--- config.mk ---
export PLATFORM = sky130hd
export DESIGN_NAME = aes_round_sequencer
export DESIGN_NICKNAME = d
export VERILOG_FILES = /design/src/rtl/aes_round_sequencer.sv
export SDC_FILE = /design/constraint.sdc
export NUM_CORES = 1
export LEC_CHECK = 0
export CORE_AREA = 2 2 209 211
export DETAILED_ROUTE_END_ITERATION = 6
export DIE_AREA = 0 0 211 213
export HOLD_SLACK_MARGIN = 0.02
export PLACE_DENSITY = 0.59
export SKIP_LAST_GASP = 1
export SYNTH_ARGS = -nofsm -noshare
export SYNTH_HDL_FRONTEND = slang
export SYNTH_SLANG_ARGS = --single-unit
--- constraint.sdc ---
create_clock -name Clk -period 4.3 [get_ports Clk]
set_clock_uncertainty 0.1 [all_clocks]
set_input_delay 1.075 -clock Clk [delete_from_list [all_inputs] [get_ports Clk]]
set_output_delay 1.075 -clock Clk [all_outputs]
set_load 0.01 [all_outputs]
--- src/rtl/aes_round_sequencer.sv ---
// ============================================================================
// Module   : aes_round_sequencer
// Purpose  : Control sequencer for an iterative AES datapath. It holds the
//            128-bit cipher state and steps it through the external
//            AddRoundKey / SubBytes / ShiftRows / MixColumns units. Encrypt or
//            decrypt order is selected by Mode. Each unit is started with its
//            enable and finished by its ready strobe.
// Ports    : Clk, Rst        - clock, synchronous active-high reset
//            En, Mode, DataIn - start request, direction, input block
//            DataOut, Ry     - result block and one-cycle completion pulse
//            Busy, Inv       - run in progress, latched direction for units
//            SelKey, Text    - round-key index, operand to the units
//            ModifiedText    - result returned by the active unit
//            *En / *Ry       - per-unit enable and ready handshake
//            Err             - sticky flag for a ready from an idle unit
// Revision : 1.0  initial release
// ============================================================================
`default_nettype none

module aes_round_sequencer #(
    parameter int NR = 10,
    parameter int DW = 128
) (
    input  logic          Clk,
    input  logic          Rst,
    input  logic          En,
    input  logic          Mode,
    input  logic [DW-1:0] DataIn,
    output logic [DW-1:0] DataOut,
    output logic          Ry,
    output logic          Busy,
    output logic          Inv,
    output logic [3:0]    SelKey,
    output logic [DW-1:0] Text,
    input  logic [DW-1:0] ModifiedText,
    output logic          AddEn,
    output logic          SubEn,
    output logic          ShiftEn,
    output logic          MixEn,
    input  logic          AddRy,
    input  logic          SubRy,
    input  logic          ShiftRy,
    input  logic          MixRy,
    output logic          Err
);

    typedef enum logic [2:0] {
        S_IDLE  = 3'd0,
        S_LOAD  = 3'd1,
        S_ADD   = 3'd2,
        S_SUB   = 3'd3,
        S_SHIFT = 3'd4,
        S_MIX   = 3'd5,
        S_GAP   = 3'd6,
        S_DONE  = 3'd7
    } fsmState_t;

    localparam logic [3:0] c_NR = 4'(NR);

    fsmState_t     r_fsm;
    fsmState_t     w_fsmNext;
    fsmState_t     w_nextOp;
    logic [DW-1:0] r_text;
    logic [DW-1:0] r_dataOut;
    logic [3:0]    r_round;     // round counter r
    logic [1:0]    r_phase;     // op position inside the current round
    logic          r_lastDone;  // final op completed; GAP leads to DONE
    logic          r_inv;
    logic          r_err;
    logic          r_ry;
    logic          w_start;
    logic          w_opDone;
    logic          w_isLastOp;
    logic          w_stray;
    logic          w_addEn;
    logic          w_subEn;
    logic          w_shiftEn;
    logic          w_mixEn;

    // Mode and DataIn are captured on the edge that accepts the start, so
    // anything they do once Busy is high cannot reach the run.
    assign w_start    = (r_fsm == S_IDLE) && En;
    assign w_isLastOp = (r_round == c_NR) && (r_phase == 2'd2);

    // Op to run after LOAD or GAP. Round 0 is the lone initial ADD; rounds
    // 1..NR have four ops each, except the final round, which skips MIX
    // (encrypt) or ends on its ADD (decrypt).
    always_comb begin
        w_nextOp = S_ADD;
        if (r_round != 4'd0) begin
            if (!r_inv) begin
                case (r_phase)
                    2'd0:    w_nextOp = S_SUB;
                    2'd1:    w_nextOp = S_SHIFT;
                    2'd2:    w_nextOp = (r_round == c_NR) ? S_ADD : S_MIX;
                    default: w_nextOp = S_ADD;
                endcase
            end else begin
                case (r_phase)
                    2'd0:    w_nextOp = S_SHIFT;
                    2'd1:    w_nextOp = S_SUB;
                    2'd2:    w_nextOp = S_ADD;
                    default: w_nextOp = S_MIX;
                endcase
            end
        end
    end

    always_comb begin
        w_fsmNext = r_fsm;
        w_addEn   = 1'b0;
        w_subEn   = 1'b0;
        w_shiftEn = 1'b0;
        w_mixEn   = 1'b0;
        w_opDone  = 1'b0;
        case (r_fsm)
            S_IDLE:  if (En) w_fsmNext = S_LOAD;
            S_LOAD:  w_fsmNext = w_nextOp;
            S_ADD: begin
                w_addEn = 1'b1;
                if (AddRy) begin
                    w_opDone  = 1'b1;
                    w_fsmNext = S_GAP;
                end
            end
            S_SUB: begin
                w_subEn = 1'b1;
                if (SubRy) begin
                    w_opDone  = 1'b1;
                    w_fsmNext = S_GAP;
                end
            end
            S_SHIFT: begin
                w_shiftEn = 1'b1;
                if (ShiftRy) begin
                    w_opDone  = 1'b1;
                    w_fsmNext = S_GAP;
                end
            end
            S_MIX: begin
                w_mixEn = 1'b1;
                if (MixRy) begin
                    w_opDone  = 1'b1;
                    w_fsmNext = S_GAP;
                end
            end
            S_GAP:   w_fsmNext = r_lastDone ? S_DONE : w_nextOp;
            S_DONE:  w_fsmNext = S_IDLE;
            default: w_fsmNext = S_IDLE;
        endcase
    end

    always_ff @(posedge Clk) begin
        if (Rst) r_fsm <= S_IDLE;
        else     r_fsm <= w_fsmNext;
    end

    // Any ready whose unit is not currently enabled is a protocol error.
    assign w_stray = (AddRy   & ~w_addEn)   | (SubRy & ~w_subEn) |
                     (ShiftRy & ~w_shiftEn) | (MixRy & ~w_mixEn);

    always_ff @(posedge Clk) begin
        if (Rst) begin
            r_text     <= '0;
            r_dataOut  <= '0;
            r_round    <= 4'd0;
            r_phase    <= 2'd0;
            r_lastDone <= 1'b0;
            r_inv      <= 1'b0;
            r_err      <= 1'b0;
            r_ry       <= 1'b0;
        end else begin
            // Ry is registered: it rises on the DONE->IDLE edge with DataOut.
            r_ry <= (r_fsm == S_DONE);
            if (r_fsm == S_DONE) r_dataOut <= r_text;

            if (w_start) begin
                r_text     <= DataIn;
                r_inv      <= Mode;
                r_round    <= 4'd0;
                r_phase    <= 2'd0;
                r_lastDone <= 1'b0;
            end

            // The counters move on the op-completion edge so that GAP already
            // presents the key index of the next ADD on SelKey.
            if (w_opDone) begin
                r_text <= ModifiedText;
                if (w_isLastOp) begin
                    r_lastDone <= 1'b1;
                end else if ((r_round == 4'd0) || (r_phase == 2'd3)) begin
                    r_round <= r_round + 4'd1;
                    r_phase <= 2'd0;
                end else begin
                    r_phase <= r_phase + 2'd1;
                end
            end

            if (r_fsm == S_LOAD) r_err <= w_stray;
            else if (w_stray)    r_err <= 1'b1;
        end
    end

    // Decrypt walks the keys downward; after a decrypt ADD (phase 3, the MIX
    // half of the round) the next ADD is already one key lower.
    assign SelKey  = r_inv ? (c_NR - r_round - {3'd0, (r_phase == 2'd3)}) : r_round;
    assign Busy    = (r_fsm != S_IDLE);
    assign Text    = r_text;
    assign DataOut = r_dataOut;
    assign Ry      = r_ry;
    assign Inv     = r_inv;
    assign Err     = r_err;
    assign AddEn   = w_addEn;
    assign SubEn   = w_subEn;
    assign ShiftEn = w_shiftEn;
    assign MixEn   = w_mixEn;

endmodule

`default_nettype wire

==> results of run 1 <==
cell usage after synthesis, types with 3 or more instances:
cell type	instances	area, sq um
sky130_fd_sc_hd__dfxtp_1	269	5390
sky130_fd_sc_hd__mux2i_1	3	30.0
sky130_fd_sc_hd__nand2_1	522	1960
sky130_fd_sc_hd__ha_1	10	125
sky130_fd_sc_hd__nor3b_1	3	22.5
sky130_fd_sc_hd__a311oi_1	128	1120
sky130_fd_sc_hd__buf_1	3	11.3
sky130_fd_sc_hd__clkbuf_1	75	282
sky130_fd_sc_hd__nand2b_1	5	31.3
sky130_fd_sc_hd__inv_1	11	41.3
sky130_fd_sc_hd__and2_1	3	18.8
sky130_fd_sc_hd__a21oi_1	146	731
sky130_fd_sc_hd__buf_4	13	97.6
sky130_fd_sc_hd__nand3_1	4	20.0
sky130_fd_sc_hd__nor2b_1	3	18.8
sky130_fd_sc_hd__o21ai_0	6	30.0
sky130_fd_sc_hd__nor2_1	137	514
sky130_fd_sc_hd__buf_2	32	160
sky130_fd_sc_hd__o211ai_1	8	60.1
worst max-delay path, delay by kind of cell (launching register included):
family     cells  cell delay, ns
flops          1            0.41
mux            1            0.16
fa+ha+maj      4            1.01
buf+inv        3            0.72
cells by family (layout without fill, tap and decap cells):
kind of cell	count (synthesis)	in the layout	share of synthesized area, %
buffers and inverters	135	611	5.50
XOR/XNOR	1	1	0.0799
AND/OR/NAND/NOR	690	690	24.5
multiplexers	4	4	0.377
AO/OA/AOI/OAI	305	305	19.0
adder cells (fa/ha/maj)	11	11	1.32
flip-flops	269	269	49.1
per-layer routing:
layer / global-route usage [%] / wire length [um] / vias up / part of all wire [%]
met5: 0 / 0 / - / 0
met4: 4.88 / 1080 / 0 / 2.5
met3: 5.93 / 3810 / 53 / 8.9
met2: 31.2 / 20800 / 428 / 49
met1: 20.9 / 17100 / 5419 / 40
li1: - / - / 5687 / -
path summary, 6_finish.rpt:
path	startpoint	endpoint	cells past startpoint
setup / recovery	r_phase[0]	SelKey[2]	8
hold / removal	DataOut[43]	DataOut[43]	2
setup reg to reg	r_fsm[0]	Text[48]	6
hold reg to reg	DataOut[43]	DataOut[43]	2
where the power goes:
group | leakage (nW) | internal (mW) | switching, mW | total (mW)
Sequential | 2.19 | 3.03 | 0.517 | 3.55
Clock | 0.505 | 1.57 | 1.05 | 2.62
Combinational | 3.38 | 1.69 | 1.80 | 3.48
Total | 6.08 | 6.29 | 3.36 | 9.65
flip-flops by register name, indices dropped and copies added, names as in the netlist:
register	cells
DataOut	128
Text	128
r_round	4
r_fsm	3
r_phase	2
Err	1
Inv	1
Ry	1
r_lastDone	1
stage by stage:
stage	power, mW	cell area, sq um	util (%)	instances
final	9.65	17700	41.4	2437
after global routing	10.2	17700	41.4	2437
after CTS	9.75	17700	41.4	2437
after detailed placement	7.10	16700	39.0	2381
after global placement	7.05	16700	39.0	2381
after floorplan	5.22	11000	-	1415
final cells by class:
class | instances | share of cell area (%)
timing repair buffer | 544 | 31.4
tap | 546 | 3.87
inverter | 11 | 0.234
clock inverter | 9 | 0.538
sequential | 269 | 30.5
clock buffer | 47 | 5.18
multi-input combinational | 1011 | 28.4
==> flow_summary.rst, run 1 <==
.. list-table::
   :header-rows: 1

   * - Metric
     - Value
   * - Number of rows created at floorplan
     - 76
   * - Post-Synthesis Cell Area
     - between 10,000 and 15,000 sq um
   * - Global-route wire length before repair
     - ~64,000 um
   * - Min-delay worst type
     - register to register
   * - Total area of multi-input combinational cells
     - roughly 5000 sq um
   * - Critical path type
     - register to output pin
   * - Routed via count divided by cell count
     - ~4.8
   * - Area grow syn2layout
     - 61.3%
   * - Worst ir drop on vdd
     - 0.294 mV
   * - CTS tree
     - done
   * - Detailed-route wire length per cell
     - roughly 18 um
   * - Most frequent cells in the layout
     - sky130_fd_sc_hd__clkdlybuf4s50_1 (530), sky130_fd_sc_hd__nand2_1 (521), sky130_fd_sc_hd__dfxtp_1 (269), sky130_fd_sc_hd__a21oi_1 (146), sky130_fd_sc_hd__nor2_1 (136)
   * - Critical-path cell with the highest stage delay
     - sky130_fd_sc_hd__clkdlybuf4s50_1
   * - Period minus WS final
     - roughly 4.0 ns
   * - Quantity of gates resized following cts
     - 0
   * - Skew-Pair Late Insertion Delay
     - around 0.56 ns
   * - Sequential share of the synthesized area
     - roughly 49%
   * - Clock slew at reported path FFs
     - around 0.06 ns
   * - CTS hold repair buffers
     - 0
   * - Top achievable clock speed
     - around 250 MHz
   * - Ordered list of cells on the worst path
     - ha_1, inv_1, ha_1, ha_1, inv_1, fa_1, mux2i_1, clkdlybuf4s50_1
   * - Maximum net fanout on the critical path
     - 6
   * - First-pass iteration count of the detailed router
     - 6
   * - Startpoint type of the worst setup path
     - register
   * - Width of the die
     - roughly 210 um
   * - Synthesized area divided by synthesized cell count
     - a little under 8 sq um
   * - Number of top-level pins
     - ~530
   * - Routability congestion estimate
     - between 0.7 and 0.8
   * - Leak Pwr
     - roughly 6.1 nW
   * - Layout filler cell count
     - approximately 4,300
   * - Final net count
     - between 2,000 and 2,500
   * - Post-Route Setup TNS
     - 0 ns
   * - Flip-flop and latch count after synthesis
     - about 270
   * - Maximum single-stage delay on the critical path
     - 0.56 ns
   * - Worst EP required
     - around 3.1 ns
   * - Crit path setup slack, layout
     - 0.254 ns
   * - Crit. End Element
     - output pin
   * - DP HPWL
     - between 20,000 and 30,000 um
   * - Distinct cell type count of the synthesized netlist
     - between 40 and 50
   * - Reg-to-reg slack, setup
     - 1.66 ns
   * - Number of antenna violations at the first check in global routing
     - 0
   * - Core area
     - 42,700 sq um
   * - Clk root buf
     - sky130_fd_sc_hd__clkbuf_16
   * - # DRC
     - 0
   * - Starting Density
     - ~26%
   * - Most common library cell in the layout ignoring fill and taps
     - sky130_fd_sc_hd__clkdlybuf4s50_1
   * - Overall die area
     - ~45,000 sq um
   * - Pin count of the biggest net entering global routing
     - approximately 140
   * - Result of the run
     - finished clean
   * - CTS Buffer Depth
     - 3
   * - Sequential cell area
     - ~5400 sq um
   * - Setup repair after global routing missed its margin
     - false
   * - Starting DRC count in detailed routing
     - between 600 and 700
   * - Hold Violations, Final
     - 0
   * - Global route total overflow
     - 0
   * - Number of setup violations in the final report
     - 0
   * - Clock buffer count from CTS
     - 31
   * - Final antenna diode count
     - 0
   * - Antenna viol nets, final
     - 0
   * - Synth Net Count
     - roughly 1,700
   * - H-Tree Depth
     - 1
   * - Final period util
     - a little over nine tenths
   * - Worst slew margin relative to its limit
     - a little under half
   * - Vertical die dimension
     - 213 um
   * - Num Clock Sinks
     - between 200 and 300
   * - Overall track demand over capacity in global routing
     - between 10% and 20%
   * - Setup Buffers After CTS
     - 0
   * - Final wirelength
     - ~43,000 um
   * - Hold WS
     - about 0.35 ns
   * - Gate count of the mapped netlist
     - ~1,400
   * - Vias post-DR
     - 11,600
   * - Tightest Pin Transition
     - 0.811 ns
   * - Reported max-cap violation count
     - 0
   * - Share of synthesized flip-flops with an asynchronous set or reset
     - 0%
   * - Pins over their slew limit
     - 0
   * - Placement-stage worst setup slack
     - between 0.8 and 0.9 ns
   * - Cell repeated most along the worst path
     - sky130_fd_sc_hd__ha_1
   * - Post-synth EDFFs
     - 0
   * - Number of global-route vias before repair
     - roughly 11,000
   * - Power density over the cells
     - roughly 550 nW/um^2
   * - Commonest register cell after synthesis
     - sky130_fd_sc_hd__dfxtp_1
   * - Arrival @ worst endpoint
     - approximately 2.9 ns
   * - Total number of yosys warnings
     - 0
   * - Fraction of layout cells with a size suffix above 1
     - 3.81%
   * - Buffers added on ports
     - between 500 and 600
No activity file was read; power rests on OpenSTA's default activity.
==> run 2, diff against run 1 <==
--- a/config.mk
+++ b/config.mk
@@ -10,6 +10,7 @@
 export DIE_AREA = 0 0 211 213
 export HOLD_SLACK_MARGIN = 0.02
 export PLACE_DENSITY = 0.59
+export REMOVE_ABC_BUFFERS = 1
 export SKIP_LAST_GASP = 1
 export SYNTH_ARGS = -nofsm -noshare
 export SYNTH_HDL_FRONTEND = slang
==> flow_summary.rst, run 2 (same netlist as run 1, synthesis figures left out) <==
.. list-table::
   :header-rows: 1

   * - Metric
     - Value
   * - Result of the run
     - finished clean
   * - Clock slew at reported path FFs
     - 0.06 ns
   * - Num Clock Sinks
     - between 200 and 300
   * - Part of the power in the clock network
     - 28.7%
   * - Most common library cell in the layout ignoring fill and taps
     - sky130_fd_sc_hd__clkdlybuf4s50_1
   * - Detailed-route wire length per cell
     - about 17 um
   * - Top achievable clock speed
     - approximately 250 MHz
   * - Finished Cell Area
     - between 15,000 and 20,000 sq um
   * - Final net count
     - 2,149
   * - Clock buffer count from CTS
     - 34
   * - Tightest Pin Transition
     - about 1.1 ns
   * - Critical path type
     - register to output pin
   * - Worst reg2reg path depth
     - 5
   * - Internal power contribution
     - 6.43 mW
   * - Routed via count divided by cell count
     - 4.74
   * - Final period util
     - between 90 and 100%
   * - Most frequent cells in the layout
     - sky130_fd_sc_hd__clkdlybuf4s50_1 (530), sky130_fd_sc_hd__nand2_1 (521), sky130_fd_sc_hd__dfxtp_1 (269), sky130_fd_sc_hd__a21oi_1 (146), sky130_fd_sc_hd__nor2_1 (136)
   * - Reg-to-reg slack, setup
     - 1.54 ns
   * - Final wirelength
     - roughly 42,000 um
   * - Post-DP Area
     - between 15,000 and 20,000 sq um
   * - Width of the die
     - about 210 um
   * - Crit. End Element
     - output pin
   * - Arrival @ worst endpoint
     - approximately 2.8 ns
   * - Sequential Power Share
     - 36.0%
   * - R2r startpoint
     - r_fsm[0]
   * - Routability congestion estimate
     - between 0.7 and 0.8
   * - Fraction of layout cells with a size suffix above 1
     - under 10%
   * - Antenna viol nets, final
     - 0
   * - Maximum net fanout on the critical path
     - 6
   * - H-Tree Depth
     - 2
   * - Quantity of gates resized following cts
     - 0
   * - Number of top-level pins
     - 532
   * - Capture point of the worst path
     - SelKey[3]
   * - Power density over the cells
     - approximately 550 nW/um^2
   * - Worst reg2reg path endpoint
     - Text[31]
   * - Vertical die dimension
     - about 210 um
   * - Startpoint type of the worst setup path
     - register
   * - CTS tree
     - done
   * - Number of rows created at floorplan
     - 76
   * - Setup Buffers After CTS
     - 0
   * - Min-delay worst type
     - register to register
   * - First-pass iteration count of the detailed router
     - 5
   * - Skew-Pair Late Insertion Delay
     - approximately 0.52 ns
   * - Sequential cell area
     - ~5400 sq um
   * - Vias post-DR
     - approximately 12,000
   * - Reported max-cap violation count
     - 0
   * - Leak Pwr
     - approximately 6 nW
   * - Layout filler cell count
     - roughly 4,300
   * - Post-Route Setup TNS
     - 0 ns
   * - Starting Density
     - between 20% and 30%
   * - Setup repair after global routing missed its margin
     - false
   * - DP HPWL
     - between 20,000 and 30,000 um
   * - Starting DRC count in detailed routing
     - ~670
   * - Clk root buf
     - sky130_fd_sc_hd__clkbuf_16
   * - Period minus WS final
     - approximately 4 ns
   * - Total area of multi-input combinational cells
     - approximately 5000 sq um
   * - # DRC
     - 0
   * - Area grow syn2layout
     - 62.1%
   * - Core area
     - 42,700 sq um
   * - CTS hold repair buffers
     - 0
   * - Pins over their slew limit
     - 0
   * - CTS Buffer Depth
     - 3
   * - Global-route wire length before repair
     - 63,500 um
   * - Worst EP required
     - ~3.1 ns
   * - Worst ir drop on vdd
     - approximately 0.38 mV
   * - Number of global-route vias before repair
     - roughly 11,000
   * - Switching share of power
     - 34.6%
   * - CP startpoint
     - r_phase[0]
   * - Pin count of the biggest net entering global routing
     - 138
   * - Overall track demand over capacity in global routing
     - 17.7%
   * - Global route total overflow
     - 0
   * - Overall die area
     - ~45,000 sq um
   * - Sw power
     - 3.40 mW
   * - Number of antenna violations at the first check in global routing
     - 3
   * - Worst slew margin relative to its limit
     - between 20% and 30%
   * - Hold Violations, Final
     - 0
   * - Relative contribution of combinational cells to total power
     - about a third
   * - Number of setup violations in the final report
     - 0
   * - Buffers added on ports
     - about 530
-- run 2: final cells by class --
type	instances	share of cell area, %
Timing Repair Buffer	547	31.2
Sequential cell	269	30.3
Multi-Input combinational cell	1011	28.2
Clock buffer	53	5.87
Tap cell	546	3.85
Clock inverter	6	0.331
Inverter	11	0.232
Antenna cell	2	0.0282
-- run 2: how the worst min path moves through the flow --
stage / startpoint / to / slack, ns / cells past startpoint
finish: DataOut[82] / DataOut[82] / 0.35 / 2
global route: DataOut[21] / DataOut[21] / 0.37 / 2
CTS: DataOut[87] / DataOut[87] / 0.35 / 2
detailed placement: DataOut[82] / DataOut[82] / 0.35 / 2
global placement: DataOut[72] / DataOut[72] / 0.34 / 2
floorplan: r_lastDone / r_lastDone / 0.37 / 2
-- run 2: through the flow --
stage	util, %	power, mW	std cells	worst slack [ns]	hold slack (ns)
floorplan	-	5.18	1291	-3.34	0.371
global placement	39.0	7.03	2384	0.804	0.341
detailed placement	39.0	7.07	2384	0.846	0.346
CTS	41.6	9.97	2443	0.241	0.353
global route	41.6	10.4	2445	0.130	0.368
finish	41.6	9.83	2445	0.294	0.352
-- run 2: power groups by stage --
stage / combinational [mW] / clock (mW) / sequential (mW)
final: 3.47 / 2.83 / 3.54
after CTS: 3.50 / 2.93 / 3.54
after detailed placement: 3.49 / 0 / 3.58
after global placement: 3.46 / 0 / 3.57
after global routing: 3.77 / 3.01 / 3.62
after floorplan: 1.48 / 0 / 3.70
-- run 2: critical path, stage by stage (launching register included) --
cell	delay (ns)
sky130_fd_sc_hd__dfxtp_1	0.35
sky130_fd_sc_hd__ha_1	0.25
sky130_fd_sc_hd__inv_1	0.12
sky130_fd_sc_hd__ha_1	0.16
sky130_fd_sc_hd__ha_1	0.14
sky130_fd_sc_hd__inv_1	0.05
sky130_fd_sc_hd__fa_1	0.34
sky130_fd_sc_hd__nand2b_1	0.16
sky130_fd_sc_hd__xnor2_1	0.18
sky130_fd_sc_hd__clkdlybuf4s50_1	0.57
-- run 2: per-layer routing --
layer	vias to the layer above	routed length, um	global-route usage (%)
met1	5387	17600	21.3
met2	417	20000	29.8
met4	2	1180	6.95
li1	5702	-	-
met3	70	3370	5.21
met5	-	10	0
